## src/rtl/pacote_banco.sv

```systemverilog
// Shared definitions for the register-bank arbiter: FSM encoding, size defaults
// and requester identifiers.
package pacote_banco;

    // Default geometry of the 16x8 register bank
    localparam int unsigned NREG_PADRAO = 16;
    localparam int unsigned ADDR_PADRAO = 4;
    localparam int unsigned LARG_PADRAO = 8;

    // Sequencer states; INICIALIZA is only reachable when the sweep is compiled in
    typedef enum logic [1:0] {
        INICIALIZA = 2'd0,
        OCIOSO     = 2'd1,
        LEITURA    = 2'd2,
        ESCRITA    = 2'd3
    } estado_t;

    // Requester identifiers, also the encoding of the round-robin pointer
    localparam logic REQ_A = 1'b0;
    localparam logic REQ_B = 1'b1;

endpackage

```

## src/rtl/arbitro_rr2.sv

```systemverilog
// Two-input round-robin arbiter. Purely combinational: on a tie the requester
// that was not served last (ultimo) wins.
module arbitro_rr2
    import pacote_banco::*;
(
    input  logic req_a,
    input  logic req_b,
    input  logic ultimo,
    output logic concede,
    output logic vencedor
);

    // Grant selection
    always_comb begin
        concede  = req_a | req_b;
        vencedor = REQ_A;
        if (req_a && req_b) begin
            vencedor = (ultimo == REQ_A) ? REQ_B : REQ_A;
        end else if (req_b) begin
            vencedor = REQ_B;
        end
    end

endmodule

```

## src/rtl/arbitro_banco_registradores.sv

```systemverilog
// Sequencer/arbiter sharing the register bank's two read ports and one write port
// between requester A (datapath) and requester B (loader/debug).
// Optional post-reset zeroing sweep: define ARBITRO_LIMPEZA_INICIAL_EN.
// All bank-side signals are registered, so banco_write only moves on rising edges
// (or on the asynchronous reset).
module arbitro_banco_registradores
    import pacote_banco::*;
#(
    parameter int unsigned NREG = NREG_PADRAO,
    parameter int unsigned ADDR = ADDR_PADRAO,
    parameter int unsigned LARG = LARG_PADRAO
) (
    input  logic            clk,
    input  logic            clr,
    input  logic            req_a,
    input  logic            req_b,
    input  logic            esc_a,
    input  logic            esc_b,
    input  logic [ADDR-1:0] end1_a,
    input  logic [ADDR-1:0] end2_a,
    input  logic [ADDR-1:0] end1_b,
    input  logic [ADDR-1:0] end2_b,
    input  logic [ADDR-1:0] ende_a,
    input  logic [ADDR-1:0] ende_b,
    input  logic [LARG-1:0] dado_a,
    input  logic [LARG-1:0] dado_b,
    output logic            ack_a,
    output logic            ack_b,
    output logic [LARG-1:0] rd1,
    output logic [LARG-1:0] rd2,
    output logic            ocupado,
    output logic [ADDR-1:0] banco_entrada1,
    output logic [ADDR-1:0] banco_entrada2,
    output logic [ADDR-1:0] banco_escrita,
    output logic [LARG-1:0] banco_dado,
    output logic            banco_write,
    input  logic [LARG-1:0] banco_saida1,
    input  logic [LARG-1:0] banco_saida2
);

    estado_t         estado_q, estado_d;
    logic            ultimo_q, ultimo_d;
    logic            sel_q, sel_d;
    logic            ack_a_q, ack_a_d;
    logic            ack_b_q, ack_b_d;
    logic [LARG-1:0] rd1_q, rd1_d;
    logic [LARG-1:0] rd2_q, rd2_d;
    logic [ADDR-1:0] ent1_q, ent1_d;
    logic [ADDR-1:0] ent2_q, ent2_d;
    logic [ADDR-1:0] escr_q, escr_d;
    logic [LARG-1:0] dado_q, dado_d;
    logic            write_q, write_d;
`ifdef ARBITRO_LIMPEZA_INICIAL_EN
    logic            ocupado_q, ocupado_d;
    logic [ADDR-1:0] cont_q, cont_d;
`endif

    logic            req_a_m, req_b_m;
    logic            concede, vencedor;
    logic            g_esc;
    logic [ADDR-1:0] g_end1, g_end2, g_ende;
    logic [LARG-1:0] g_dado;

    // A requester is masked during its own ack cycle so a late release is not re-granted
    always_comb begin
        req_a_m = req_a & ~ack_a_q;
        req_b_m = req_b & ~ack_b_q;
    end

    arbitro_rr2 u_rr (
        .req_a   (req_a_m),
        .req_b   (req_b_m),
        .ultimo  (ultimo_q),
        .concede (concede),
        .vencedor(vencedor)
    );

    // Fields of the winning requester
    always_comb begin
        if (vencedor == REQ_B) begin
            g_esc  = esc_b;
            g_end1 = end1_b;
            g_end2 = end2_b;
            g_ende = ende_b;
            g_dado = dado_b;
        end else begin
            g_esc  = esc_a;
            g_end1 = end1_a;
            g_end2 = end2_a;
            g_ende = ende_a;
            g_dado = dado_a;
        end
    end

    // Next state and next values of all registered outputs
    always_comb begin
        estado_d = estado_q;
        ultimo_d = ultimo_q;
        sel_d    = sel_q;
        ack_a_d  = 1'b0;
        ack_b_d  = 1'b0;
        rd1_d    = rd1_q;
        rd2_d    = rd2_q;
        ent1_d   = ent1_q;
        ent2_d   = ent2_q;
        escr_d   = escr_q;
        dado_d   = dado_q;
        write_d  = 1'b0;
`ifdef ARBITRO_LIMPEZA_INICIAL_EN
        ocupado_d = 1'b0;
        cont_d    = cont_q;
`endif
        unique case (estado_q)
`ifdef ARBITRO_LIMPEZA_INICIAL_EN
            INICIALIZA: begin
                // Drive one zero-write per cycle; the bank commits it on the next edge
                write_d   = 1'b1;
                escr_d    = cont_q;
                dado_d    = '0;
                ocupado_d = 1'b1;
                cont_d    = cont_q + 1'b1;
                if (cont_q == ADDR'(NREG - 1)) begin
                    cont_d   = '0;
                    estado_d = OCIOSO;
                end
            end
`endif
            OCIOSO: begin
                if (concede) begin
                    sel_d = vencedor;
                    if (g_esc) begin
                        estado_d = ESCRITA;
                        write_d  = 1'b1;
                        escr_d   = g_ende;
                        dado_d   = g_dado;
                    end else begin
                        estado_d = LEITURA;
                        ent1_d   = g_end1;
                        ent2_d   = g_end2;
                    end
                end
            end
            LEITURA: begin
                // Bank outputs settled on the falling edge inside this cycle
                rd1_d    = banco_saida1;
                rd2_d    = banco_saida2;
                ack_a_d  = (sel_q == REQ_A);
                ack_b_d  = (sel_q == REQ_B);
                ultimo_d = sel_q;
                estado_d = OCIOSO;
            end
            ESCRITA: begin
                ack_a_d  = (sel_q == REQ_A);
                ack_b_d  = (sel_q == REQ_B);
                ultimo_d = sel_q;
                estado_d = OCIOSO;
            end
            default: begin
                estado_d = OCIOSO;
            end
        endcase
    end

    // State and output registers, cleared asynchronously by clr
    always_ff @(posedge clk or negedge clr) begin
        if (!clr) begin
`ifdef ARBITRO_LIMPEZA_INICIAL_EN
            estado_q  <= INICIALIZA;
            ocupado_q <= 1'b0;
            cont_q    <= '0;
`else
            estado_q  <= OCIOSO;
`endif
            ultimo_q  <= REQ_B;
            sel_q     <= REQ_A;
            ack_a_q   <= 1'b0;
            ack_b_q   <= 1'b0;
            rd1_q     <= '0;
            rd2_q     <= '0;
            ent1_q    <= '0;
            ent2_q    <= '0;
            escr_q    <= '0;
            dado_q    <= '0;
            write_q   <= 1'b0;
        end else begin
`ifdef ARBITRO_LIMPEZA_INICIAL_EN
            ocupado_q <= ocupado_d;
            cont_q    <= cont_d;
`endif
            estado_q  <= estado_d;
            ultimo_q  <= ultimo_d;
            sel_q     <= sel_d;
            ack_a_q   <= ack_a_d;
            ack_b_q   <= ack_b_d;
            rd1_q     <= rd1_d;
            rd2_q     <= rd2_d;
            ent1_q    <= ent1_d;
            ent2_q    <= ent2_d;
            escr_q    <= escr_d;
            dado_q    <= dado_d;
            write_q   <= write_d;
        end
    end

    assign ack_a          = ack_a_q;
    assign ack_b          = ack_b_q;
    assign rd1            = rd1_q;
    assign rd2            = rd2_q;
    assign banco_entrada1 = ent1_q;
    assign banco_entrada2 = ent2_q;
    assign banco_escrita  = escr_q;
    assign banco_dado     = dado_q;
    assign banco_write    = write_q;
`ifdef ARBITRO_LIMPEZA_INICIAL_EN
    assign ocupado        = ocupado_q;
`else
    assign ocupado        = 1'b0;
`endif

endmodule

```

## config.mk

```make
export PLATFORM = sky130hd
export DESIGN_NAME = arbitro_banco_registradores
export DESIGN_NICKNAME = d
export VERILOG_FILES = /design/src/rtl/pacote_banco.sv /design/src/rtl/arbitro_rr2.sv /design/src/rtl/arbitro_banco_registradores.sv
export SDC_FILE = /design/constraint.sdc
export NUM_CORES = 1
export LEC_CHECK = 0
export ABC_AREA = 1
export BUFFER_PORTS_ARGS = -buffer_cell sky130_fd_sc_hd__buf_2
export CAP_MARGIN = 20
export CORE_UTILIZATION = 32
export CTS_BUF_LIST = sky130_fd_sc_hd__clkbuf_4 sky130_fd_sc_hd__clkbuf_8
export DETAILED_ROUTE_END_ITERATION = 6
export RECOVER_POWER = 100
export SLEW_MARGIN = 20
export SYNTH_ARGS = -nofsm -noshare
export SYNTH_HDL_FRONTEND = slang
export SYNTH_SLANG_ARGS = --single-unit
```

## constraint.sdc

```tcl
create_clock -name clk -period 1.75 [get_ports clk]
set_input_delay 0 -clock clk [delete_from_list [all_inputs] [get_ports clk]]
set_output_delay 0 -clock clk [all_outputs]
set_load 0.1 [all_outputs]
```

Word-level counts from Yosys, hierarchy flattened
Cells that the tools add are included.
- bitwise operators: 7
- reduce and logical (&&, ||, !) cells: 5
- eq/ne operators: 4
- multiplexer cells: 16
- operators with widths (kind ; count):
    $mux W4 ; 3
    $mux W1 ; 10
    $mux W8 ; 1
    $reduce_and A3 Y1 ; 2
    $eq A2 B2 Y1 const B ; 2
    $mux W2 ; 2
    $not A1 Y1 ; 4
    $and A1 B1 Y1 ; 2
    $eq A2 B1 Y1 const B ; 1
    $ne A2 B2 Y1 const B ; 1
    $reduce_and A2 Y1 ; 1
    $reduce_or A2 Y1 ; 1
    $logic_and A1 B1 Y1 ; 1
    $or A1 B1 Y1 ; 1
- bits in registers: 43
- output and inout port bits: 40

Depth between registers and ports, before layout
- depth after elaboration: 8
- gate-level depth with buffers: 8
- mapped depth without buffers: 7

Modules after synthesis
From an unflattened synthesis, not the netlist that was laid out.
- cell total of the unflattened synthesis: 255
- area total of the unflattened synthesis: 2043.2 um^2
- by module, submodules not included (module ; area each (um^2) ; cells an instance ; seq. area each (um^2) ; times used):
    arbitro_banco_registradores ; 2028.2 ; 252 ; 1078.5 ; 1
    arbitro_rr2 ; 15.0 ; 3 ; 0.0 ; 1

Least setup slack after synthesis
OpenSTA, ideal clock, no wires.
- path type: register -> register
- start point: register ack_a_q, in the netlist ack_a
- end point: register dado_q[0], in the netlist banco_dado[0]
- path buffers: 1
- arrival: 1.793 ns
- slack: -0.163 ns
- clock period less this slack: 1.913 ns
- cell stages (with the launch flop): 9
- setup time: 0.120 ns
- data required time: 1.630 ns
- cell sequence: dfrtp_1 -> inv_1 -> nand3_1 -> nand2_1 -> nand2_1 -> nand3_2 -> buf_2 -> nand2_1 -> nand2_1
- cells in the longest elaborated chain, start to end: 6
- elaborated cells on any way between the ends: 8
- RTL lines (item ; line ; RTL):
    from (decl) ; arbitro_banco_registradores.sv:44 ; logic ack_a_q, ack_a_d;
    from (signal assigned) ; arbitro_banco_registradores.sv:193 ; ack_a_q <= ack_a_d;
    $not A1 Y1 (*) ; arbitro_banco_registradores.sv:66 ; req_a_m = req_a & ~ack_a_q;
    $and A1 B1 Y1 (*) ; arbitro_banco_registradores.sv:66 ;
    $logic_and A1 B1 Y1 ; arbitro_rr2.sv:17 ; if (req_a && req_b) begin
    $mux W1 ; arbitro_rr2.sv:17 ;
    $mux W1 ; arbitro_banco_registradores.sv:80 ; if (vencedor == REQ_B) begin
    $reduce_and A3 Y1 (no source line) ; -- ;
    to (signal assigned) ; arbitro_banco_registradores.sv:200 ; dado_q <= dado_d;
    to (decl) ; arbitro_banco_registradores.sv:51 ; logic [LARG-1:0] dado_q, dado_d;
Every way passes the cells marked *; elsewhere a longest branch is shown, timed or not.
A chain may end at the register's enable or synchronous reset.

Final worst setup path
- start point: register estado_q[0]
- end point: register ent1_q[1], in the netlist banco_entrada1[1]
- cells in the longest elaborated chain, start to end: 2
- RTL lines (item ; line ; RTL):
    from (decl) ; arbitro_banco_registradores.sv:41 ; estado_t estado_q, estado_d;
    from (signal assigned) ; arbitro_banco_registradores.sv:190 ; estado_q <= estado_d;
    $eq A2 B1 Y1 ; arbitro_banco_registradores.sv:113 ; unique case (estado_q)
    $reduce_and A3 Y1 (no source line) ; -- ;
    to (signal assigned) ; arbitro_banco_registradores.sv:197 ; ent1_q <= ent1_d;
    to (decl) ; arbitro_banco_registradores.sv:48 ; logic [ADDR-1:0] ent1_q, ent1_d;
No other way between the ends.

==> impl_metrics.tcl <==
set metrics [dict create \
    run_status "finished clean" \
    mostFrequentLayoutCell "nand2_1" \
    fin_worst_hold_slack_ns 0.02146 \
    path_class "flip-flop to flip-flop" \
    cells_after_synth 223 \
    critPathMaxFanout 17 \
    drt-wirelength-per-cell_um 12.62 \
    synth_nets 285 \
    slew_headroom_pct 52.89 \
    achievable_freq_mhz 633.8 \
    wire_length_of_the_first_global_routing_pass_um 8211 \
    rsz_0062_raised_after_global_routing "no" \
    ctsResizeCount 0 \
    placeableCoreArea_um2 6026 \
    vias_in_the_first_global_route 1759 \
    clkSinkCount 43 \
    max_stage_delay_ns 0.53 \
    cts_post_setup_buffers_inserted 0 \
    clkLatencyLatePin_ns 0.29 \
    fin_worst_skew_ns 0.002652 \
    grt_start_max_net_pins 29 \
    synth_cell_area_um2 2029 \
    antenna_found_initial 1 \
    critPathMostFrequentCell "nand2_1" \
    synth-edff-count 0 \
    place.gp.congestion 0.8008 \
    holdBufCountCts 17 \
    grt_overflow_total 0 \
    total_area_of_multi_input_combinational_cells_um2 794.5 \
    areaGrowthSynthToFinish_pct 41.99 \
    top_level_ports 102 \
    commonest_non_fill_non_tap_cells_in_the_layout "nand2_1 (91), buf_2 (60), nand3_1 (43), clkbuf_2 (43), dfrtp_1 (39)" \
    avgSynthCellArea_um2 9.101 \
    clock_tree_from_tritoncts "yes" \
    clk_tree_root_cell "clkbuf_8" \
    worst_ep_required_time_ns 1.98 \
    clk_pin_slew_ns 0.08 \
    critical_path.startpoint_type "flip-flop" \
    timing.max_cap.violations 0 \
    final_layout_size_suffix_gt1_share_pct 38.44 \
    period_minus_slack_ns 1.578 \
    drt_first_pass_iters 4 \
    worstMarginPinSlew_ns 0.7066 \
    arrival_ns 1.81 \
    timing.reg2reg.setup_slack_ns 0.17 \
    finalMaxSlewViolations 0 \
    routed_wirelength_um 5313 \
    crit_path_cell_trace "nand2_1 > a21oi_1 > clkbuf_2 > nand3_1 > nand2_1" \
    netlist-cell-type-count 20 \
    cts-htree-levels 2 \
    placement.io_buffers 100 \
    fin_nets 407 \
    ctsLongestPathBuffers 2 \
    die-area_um2 6664 \
    yosys_most_used_dff "dfrtp_1" \
    ys.warnings.count 0 \
    hold_removal_path_class "input port to flip-flop" \
    number_of_endpoints_failing_setup_at_the_final_stage 0 \
    ys_seq_elements 43 \
    pre_cts_slack_ns 0.2748 \
    hpwl_um 3987 \
    sequential_cell_area_um2 1081 \
    initialDrtViolationCount 67 \
    final.fill_count 607 \
    critical_path.slowest_cell "dfstp_2" \
    start_util_pct 33.68 \
    hold_viol_final 0 \
    tritoncts.num_buffers 5 \
    row_count 28 \
    die_x_um 81.64 \
    routed-via-count 1873 \
    seq_area_frac_synth_pct 53.14 \
    postSynth.asyncResetShare_pct 100.0 \
    post_route_drc 0 \
    critical_path.endpoint_type "flip-flop" \
    die_h_um 81.64 \
    globalRouteTotalUtil_pct 16.67 \
    antenna-diode-count 0 \
    postRouteAntennaNets 0 \
    route.detailed.vias_per_inst 4.449 \
    final.setup.worst_slack_ns 0.1723 \
    timing.final.crit_share_pct 90.15 \
    finalSetupTns_ns 0 \
]
==> final cells by class <==
type                       instances  share of cell area, %
timing repair buffer             128                  25.88
clock buffer                       6                  2.649
clock inverter                     2                  2.084
multi-input combinational        159                  27.57
sequential                        43                  37.52
inverter                           8                  1.042
tap                               75                  3.257
==> synth_stat cells (2+ instances only) <==
master	number	area (um2)
buf_2	7	35.03
dfstp_2	2	52.55
nand3_1	43	215.2
dfrtp_1	41	1026
nand2_1	91	341.6
buf_4	2	15.01
mux2_4	10	150.1
nor2_1	2	7.510
clkbuf_1	2	7.510
mux2_2	6	67.56
inv_1	7	26.28
nand3_2	2	20.02
==> routing by layer <==
metal / global-route usage [%] / part of all wire [%] / up-vias
met5: 0 / 0 / -
met4: 4.211 / 0.28 / 0
met3: 6.222 / 9.1 / 2
met2: 29.00 / 47 / 90
met1: 19.26 / 43 / 824
li1: - / - / 957
==> critical path: cells and delay by family, from the launching register on <==
family / cells / cell delay, ns
DFF: 1 / 0.53
buffers and inverters: 1 / 0.41
AOI/OAI and AO/OA: 1 / 0.31
and+or+nand+nor: 3 / 0.27
==> metrics by stage <==
stage / cells / instance area, um2 / util, %
after floorplan: 223 / 2032 / -
after global placement: 396 / 2620 / 43.48
after detailed placement: 396 / 2620 / 43.48
after CTS: 421 / 2927 / 48.57
after global routing: 421 / 2882 / 47.82
final: 421 / 2882 / 47.82
==> kinds of logic (layout without fill, tap and decap cells) <==
family	count (synthesis)	after routing	share of synthesized area, %
compound gates	2	2	0.6780
buf+inv	21	144	5.857
flops	43	43	53.14
mux	16	16	10.73
other cells	1	1	0.1848
simple gates	140	140	29.41
==> worst paths after layout <==
path / cells after the start / start / end
min reg2reg: 2 / ultimo_q / ultimo_q
max reg2reg: 5 / estado_q[0] / banco_entrada1[1]
min in group asynchronous: 2 / clr / banco_entrada1[1]
min: 5 / end2_a[3] / banco_entrada2[3]
max in group asynchronous: 3 / clr / rd1[1]
max: 5 / estado_q[0] / banco_entrada1[1]
==> registers in the layout, summed over array words and instances (netlist names) <==
signal          flops
banco_entrada2      4
sel_q               1
banco_entrada1      4
banco_write         1
estado_q            2
ack_a               1
ack_b               1
rd1                 8
rd2                 8
banco_dado          8
banco_escrita       4
ultimo_q            1
Power is left out: the tool's default activity adds up to more than one toggle a clock period on the data nets, which glitch-free logic cannot reach.
